$ cat src/rtl/sae_seq_core.sv
// SAE responder: keygen (sk*K mod N), encrypt (p+pk mod N) and decrypt (c-pk mod N) of one byte per request.
// Latency: encrypt and any validation error 1 cycle; keygen/decrypt 9 cycles (1 on a pk cache hit).
// Backpressure: none; requests are taken only in IDLE/DONE, and inputs_valid while busy is dropped.
//
// Ports: clk, rst_n (async, active low); mode/data_input/key_input/inputs_valid carry the request;
// data_output/output_ready carry the result, held until the next accepted request;
// err_invalid_{seckey,ptxt_char,ctxt_char} report a rejected request (exactly one is raised).
// Optional macro SAE_PK_CACHE_EN: remembers the last {sk, pk} pair so that a repeat sk skips the
// bit-serial multiply.
module sae_seq_core #(
    parameter logic [7:0] N = 8'd227,
    parameter logic [7:0] K = 8'd89
) (
    input  logic       clk,
    input  logic       rst_n,
    input  logic [1:0] mode,
    input  logic [7:0] data_input,
    input  logic [7:0] key_input,
    input  logic       inputs_valid,
    output logic [7:0] data_output,
    output logic       output_ready,
    output logic       err_invalid_ptxt_char,
    output logic       err_invalid_seckey,
    output logic       err_invalid_ctxt_char
);

    localparam logic [8:0] N9     = {1'b0, N};
    localparam logic [1:0] OP_CLR = 2'b00;
    localparam logic [1:0] OP_KG  = 2'b01;
    localparam logic [1:0] OP_ENC = 2'b10;
    localparam logic [1:0] OP_DEC = 2'b11;

    typedef enum logic [1:0] {S_IDLE, S_MUL, S_FIN, S_DONE} state_t;

    state_t     state;
    logic [1:0] op_r;
    logic [7:0] dat_r;
    logic [7:0] key_r;
    logic [7:0] acc;
    logic [2:0] bit_idx;
    logic       pend_key;
    logic       pend_ptxt;
    logic       pend_ctxt;

    // Request validation is evaluated on the request itself so the accept edge can already
    // choose between the multiply path and the single-cycle FIN path.
    logic uses_sk, key_bad, ptxt_bad, ctxt_bad, need_mul, cache_hit;
    logic [7:0] cache_pk;

    always_comb begin
        uses_sk  = (mode == OP_KG) || (mode == OP_DEC);
        key_bad  = uses_sk ? ((key_input == 8'd0) || (key_input >= N))
                           : ((mode == OP_ENC) && (key_input >= N));
        ptxt_bad = (mode == OP_ENC) && !key_bad &&
                   ((data_input < 8'h20) || (data_input > 8'h7E));
        ctxt_bad = (mode == OP_DEC) && !key_bad && (data_input >= N);
        need_mul = uses_sk && !key_bad && !ctxt_bad;
    end

    // One MSB-first double-and-add step. acc < N keeps every sum below 2N, so a single
    // conditional subtract reduces it; the 8-bit subtract wraps to the exact residue.
    logic [8:0] dbl, add;
    logic [7:0] dbl_red, add_red, mul_next;

    always_comb begin
        dbl      = {acc, 1'b0};
        dbl_red  = (dbl >= N9) ? (dbl[7:0] - N) : dbl[7:0];
        add      = {1'b0, dbl_red} + {1'b0, K};
        add_red  = (add >= N9) ? (add[7:0] - N) : add[7:0];
        mul_next = key_r[bit_idx] ? add_red : dbl_red;
    end

    // Final add/sub mod N; on borrow c + N - pk is already the true residue modulo 256.
    logic [8:0] enc_sum;
    logic [7:0] enc_res, dec_res;

    always_comb begin
        enc_sum = {1'b0, dat_r} + {1'b0, key_r};
        enc_res = (enc_sum >= N9) ? (enc_sum[7:0] - N) : enc_sum[7:0];
        dec_res = (dat_r >= acc) ? (dat_r - acc) : (dat_r + N - acc);
    end

`ifdef SAE_PK_CACHE_EN
    logic       cache_vld;
    logic [7:0] cache_sk;

    // Written only when a full multiply completes, so rejected or reset-aborted requests never land here.
    always_ff @(posedge clk or negedge rst_n) begin
        if (!rst_n) begin
            cache_vld <= 1'b0;
            cache_sk  <= 8'd0;
            cache_pk  <= 8'd0;
        end else if ((state == S_MUL) && (bit_idx == 3'd0)) begin
            cache_vld <= 1'b1;
            cache_sk  <= key_r;
            cache_pk  <= mul_next;
        end
    end

    assign cache_hit = cache_vld && (cache_sk == key_input);
`else
    assign cache_hit = 1'b0;
    assign cache_pk  = 8'd0;
`endif

    always_ff @(posedge clk or negedge rst_n) begin
        if (!rst_n) begin
            state                 <= S_IDLE;
            op_r                  <= OP_CLR;
            dat_r                 <= 8'd0;
            key_r                 <= 8'd0;
            acc                   <= 8'd0;
            bit_idx               <= 3'd7;
            pend_key              <= 1'b0;
            pend_ptxt             <= 1'b0;
            pend_ctxt             <= 1'b0;
            data_output           <= 8'd0;
            output_ready          <= 1'b0;
            err_invalid_ptxt_char <= 1'b0;
            err_invalid_seckey    <= 1'b0;
            err_invalid_ctxt_char <= 1'b0;
        end else begin
            case (state)
                S_IDLE, S_DONE: begin
                    if (inputs_valid) begin
                        op_r                  <= mode;
                        dat_r                 <= data_input;
                        key_r                 <= key_input;
                        bit_idx               <= 3'd7;
                        pend_key              <= key_bad;
                        pend_ptxt             <= ptxt_bad;
                        pend_ctxt             <= ctxt_bad;
                        data_output           <= 8'd0;
                        output_ready          <= 1'b0;
                        err_invalid_ptxt_char <= 1'b0;
                        err_invalid_seckey    <= 1'b0;
                        err_invalid_ctxt_char <= 1'b0;
                        // A cache hit preloads pk so FIN finishes exactly as after a multiply.
                        acc <= (need_mul && cache_hit) ? cache_pk : 8'd0;
                        if (mode == OP_CLR)
                            state <= S_IDLE;
                        else if (need_mul && !cache_hit)
                            state <= S_MUL;
                        else
                            state <= S_FIN;
                    end
                end
                S_MUL: begin
                    acc     <= mul_next;
                    bit_idx <= bit_idx - 3'd1;
                    if (bit_idx == 3'd0)
                        state <= S_FIN;
                end
                S_FIN: begin
                    state <= S_DONE;
                    if (pend_key || pend_ptxt || pend_ctxt) begin
                        err_invalid_seckey    <= pend_key;
                        err_invalid_ptxt_char <= pend_ptxt;
                        err_invalid_ctxt_char <= pend_ctxt;
                    end else begin
                        output_ready <= 1'b1;
                        case (op_r)
                            OP_KG:   data_output <= acc;
                            OP_ENC:  data_output <= enc_res;
                            OP_DEC:  data_output <= dec_res;
                            default: data_output <= 8'd0;
                        endcase
                    end
                end
                default: state <= S_IDLE;
            endcase
        end
    end

endmodule

$ cat config.mk
export PLATFORM = sky130hd
export DESIGN_NAME = sae_seq_core
export DESIGN_NICKNAME = d
export VERILOG_FILES = /design/src/rtl/sae_seq_core.sv
export SDC_FILE = /design/constraint.sdc
export NUM_CORES = 1
export LEC_CHECK = 0
export ABC_AREA = 1
export CORE_MARGIN = 2
export CORE_UTILIZATION = 60
export CTS_BUF_LIST = sky130_fd_sc_hd__clkbuf_8
export CTS_CLUSTER_DIAMETER = 200
export CTS_CLUSTER_SIZE = 25
export DETAILED_ROUTE_END_ITERATION = 12
export DONT_BUFFER_PORTS = 1
export GPL_ROUTABILITY_DRIVEN = 0
export PLACE_DENSITY_LB_ADDON = 0.15
export SYNTH_ARGS = -nofsm -noshare
export SYNTH_HDL_FRONTEND = slang
export SYNTH_SLANG_ARGS = --single-unit
$ cat constraint.sdc
create_clock -name clk -period 2.6 [get_ports clk]
set_input_delay 0.26 -clock clk [delete_from_list [all_inputs] [get_ports clk]]
set_output_delay 0.26 -clock clk [all_outputs]
set_load 0.05 [all_outputs]
==> impl_results.md <==
- Status: completed
- Slew Viols, Final: 0
- Vias in the first global route: 3,880
- GRT overflow: 0
- I/O pin cnt: 33
- Fillers: 550
- Initial Util: 0.623
- Worst skew pair latency: 0.31 ns
- Setup_tns: 0 ns
- Worst path top cell family by delay: compound AO/OA/AOI/OAI gates
- Vias per inst: 5.58
- Dpl ws: -0.0150 ns
- Setup crit end kind: flop
- Clk_skew: 0.0139 ns
- # rows: 30
- Final WS setup: 0.0449 ns
- Sequential-to-total area share from yosys stat: 0.273
- CP max FO: 5
- Hold_sp: key_input[6]
- Total core area: 6790 um2
- Area delta synth->final: 15.7%
- Most common cell after layout, fill and taps aside: nand2_1
- Min cycle time layout: 2.56 ns
- EDFF count, synth: 0
- Max Buffers Root-to-Sink: 2
- Post-route DRC: 0
- Ys flop type: dfrtp_1
- Antenna viol nets, final: 0
- Max Fclk: 391 MHz
- Initial antenna violation count: 0
- Flops & latches, synth: 46
- DRT Pass-1 Iters: 5
- Post-DP HPWL: 8480 um
- Async S/R FF share, synth: 1.00
- # H-tree levels: 2
- Worst Path Arrival: 2.77 ns
- Final Hold Vio Count: 0
- Mapped Cells: 615
- Total routed wirelength: 11,500 um
- DR iter-0 viols: 294
- ANT cells: 0
- Crit. Startpoint: acc[4]
- Post-route core utilization: 0.721
- Crit Path Class: flop to flop
- Period Utilization, post-route: 0.983
- Via Count: 4,193
- YS warnings: 0
- Clock transition at the registers of the reported paths: 0.10 ns
- Worst rel slew slack: 0.634
- CP max stage cell: fa_1
- Netlist Area Pre-Place: 4230 um2
- First-pass GRT wire length: 18,400 um
- Slew @ Worst Pin: 0.550 ns
- Pin count of the biggest net entering global routing: 47
- Drt wl/cell: 15.3 um
- Horiz. Die Dim: 88.0 um
- Unrepaired setup endpoints after global routing: yes
- TritonCTS buffer count: 5
- Crit Reg-Reg Endpoint: data_output[1]
- Die ar.: 7740 um2
- Syn_nets: 676
- Die height: 88.0 um
- Final Setup Violations: 0
- Max incr delay on CP: 0.43 ns
- Tot GR Track Use: 0.303
- Hold EP: key_r[6]
- Hold WC Path Type: input pin to flop
- CP Buf/Inv Count: 1
- Max capacitance violation total: 0
- WP data required: 2.81 ns
- Most frequent cells in the layout: nand2_1, inv_1, nand3_1
- Nets: 716
- Hold depth: 2
- Reg2Reg Launch Point: acc[4]
- Root Driver: clkbuf_8
- Critical-path cell list: inv_1 -> ha_1 -> fa_1 -> a221oi_1 -> nand3_2 -> or2_2 -> o211ai_1 -> o21ai_0 -> o21bai_1 -> nand2_1 -> nand2_1
- Reg2Reg Setup Slack: 0.04 ns
- Buffers on Ports: 0
- Share of layout cells above drive strength 1: 0.168
- Setup crit start kind: flop
- Most common cell on crit path: nand2_1
- Worst Hold Slack: 0.0519 ns
- CTS tree: built
- Clk sinks: 46
- Avg Inst Size Synth: 6.88 um2
- R2R depth: 11
- Unique masters post-synth: 38
[cells in the mapped netlist (2+ instances only)]
| cell type | number | share of area |
|---|---|---|
| a21oi_1 | 30 | 0.035 |
| a22oi_1 | 2 | 0.0035 |
| a31oi_1 | 4 | 0.0059 |
| a32o_1 | 2 | 0.0047 |
| clkbuf_1 | 4 | 0.0035 |
| clkinv_1 | 3 | 0.0027 |
| dfrtp_1 | 43 | 0.25 |
| dfstp_2 | 3 | 0.019 |
| fa_1 | 6 | 0.028 |
| ha_1 | 34 | 0.10 |
| inv_1 | 84 | 0.074 |
| inv_2 | 3 | 0.0027 |
| nand2_1 | 205 | 0.18 |
| nand2_2 | 8 | 0.012 |
| nand2_4 | 4 | 0.011 |
| nand3_1 | 47 | 0.056 |
| nand3_2 | 5 | 0.012 |
| nand3b_1 | 4 | 0.0071 |
| nand4_1 | 14 | 0.021 |
| nor2_1 | 23 | 0.020 |
| nor3_1 | 2 | 0.0024 |
| o211ai_1 | 5 | 0.0089 |
| o21ai_0 | 35 | 0.041 |
| o21bai_1 | 2 | 0.0035 |
| o22ai_1 | 2 | 0.0030 |
| o31ai_1 | 3 | 0.0053 |
| or2_2 | 4 | 0.0059 |
| xnor2_1 | 7 | 0.014 |
| xor2_1 | 18 | 0.037 |
[what timing repair did]
item	CTS	global route
hold endpoints to repair	46	0
gates resized for setup	1	47
hold buffers	2	0
setup endpoints to repair	1	15
pin swaps	0	12
buffers inserted	0	15
cloned	0	1
[flip-flops by register name (all words and copies together) (netlist names)]
signal,flops
key_r,8
pend_ctxt,1
bit_idx,3
err_invalid_ctxt_char,1
state,2
acc,8
pend_ptxt,1
pend_key,1
err_invalid_ptxt_char,1
output_ready,1
op_r,2
dat_r,8
data_output,8
err_invalid_seckey,1
[area by class of cell]
cell class	instances	area (um2)	share of cell area
Clock buffer	5	68.8	0.0140
Clock inverter	3	17.5	0.00358
Inverter	90	338	0.0690
Multi-Input combinational cell	474	2880	0.587
Sequential cell	46	1160	0.237
Tap cell	96	120	0.0245
Timing Repair Buffer	38	319	0.0651
[cells by family (layout without fill, tap and decap cells)]
logic type	after synthesis	in the layout	synth area share
fa+ha+maj	40	40	0.129
simple gates	320	321	0.338
compound gates	87	87	0.116
xor+xnor	26	26	0.0556
flops	46	46	0.273
buf+inv	96	136	0.0893
[per-layer routing]
metal  wire length (um)  share of wire  global-route usage
met1               5060           0.44               0.428
met2               5610           0.49               0.481
met3                512          0.044              0.0330
met4                325          0.028               0.108
met5                  0              0                   0
[how the worst max path moves through the flow]
stage	depth (start not counted)	endpoint	slack (ns)
final	11	data_output[1]	0.04
after global routing	11	data_output[4]	-0.08
after CTS	16	data_output[7]	0.004
after detailed placement	15	data_output[7]	-0.02
after global placement	15	data_output[7]	0.09
after floorplan	16	data_output[2]	0.13
[metrics by stage]
step / std cells / cell area, um2
2_1_floorplan: 615 / 4230
3_3_place_gp: 726 / 4470
3_5_place_dp: 726 / 4470
4_1_cts: 736 / 4600
5_1_grt: 752 / 4900
6_report: 752 / 4900
Power is left out: the tool's default activity adds up to more than one toggle a clock period on the data nets, which glitch-free logic cannot reach.
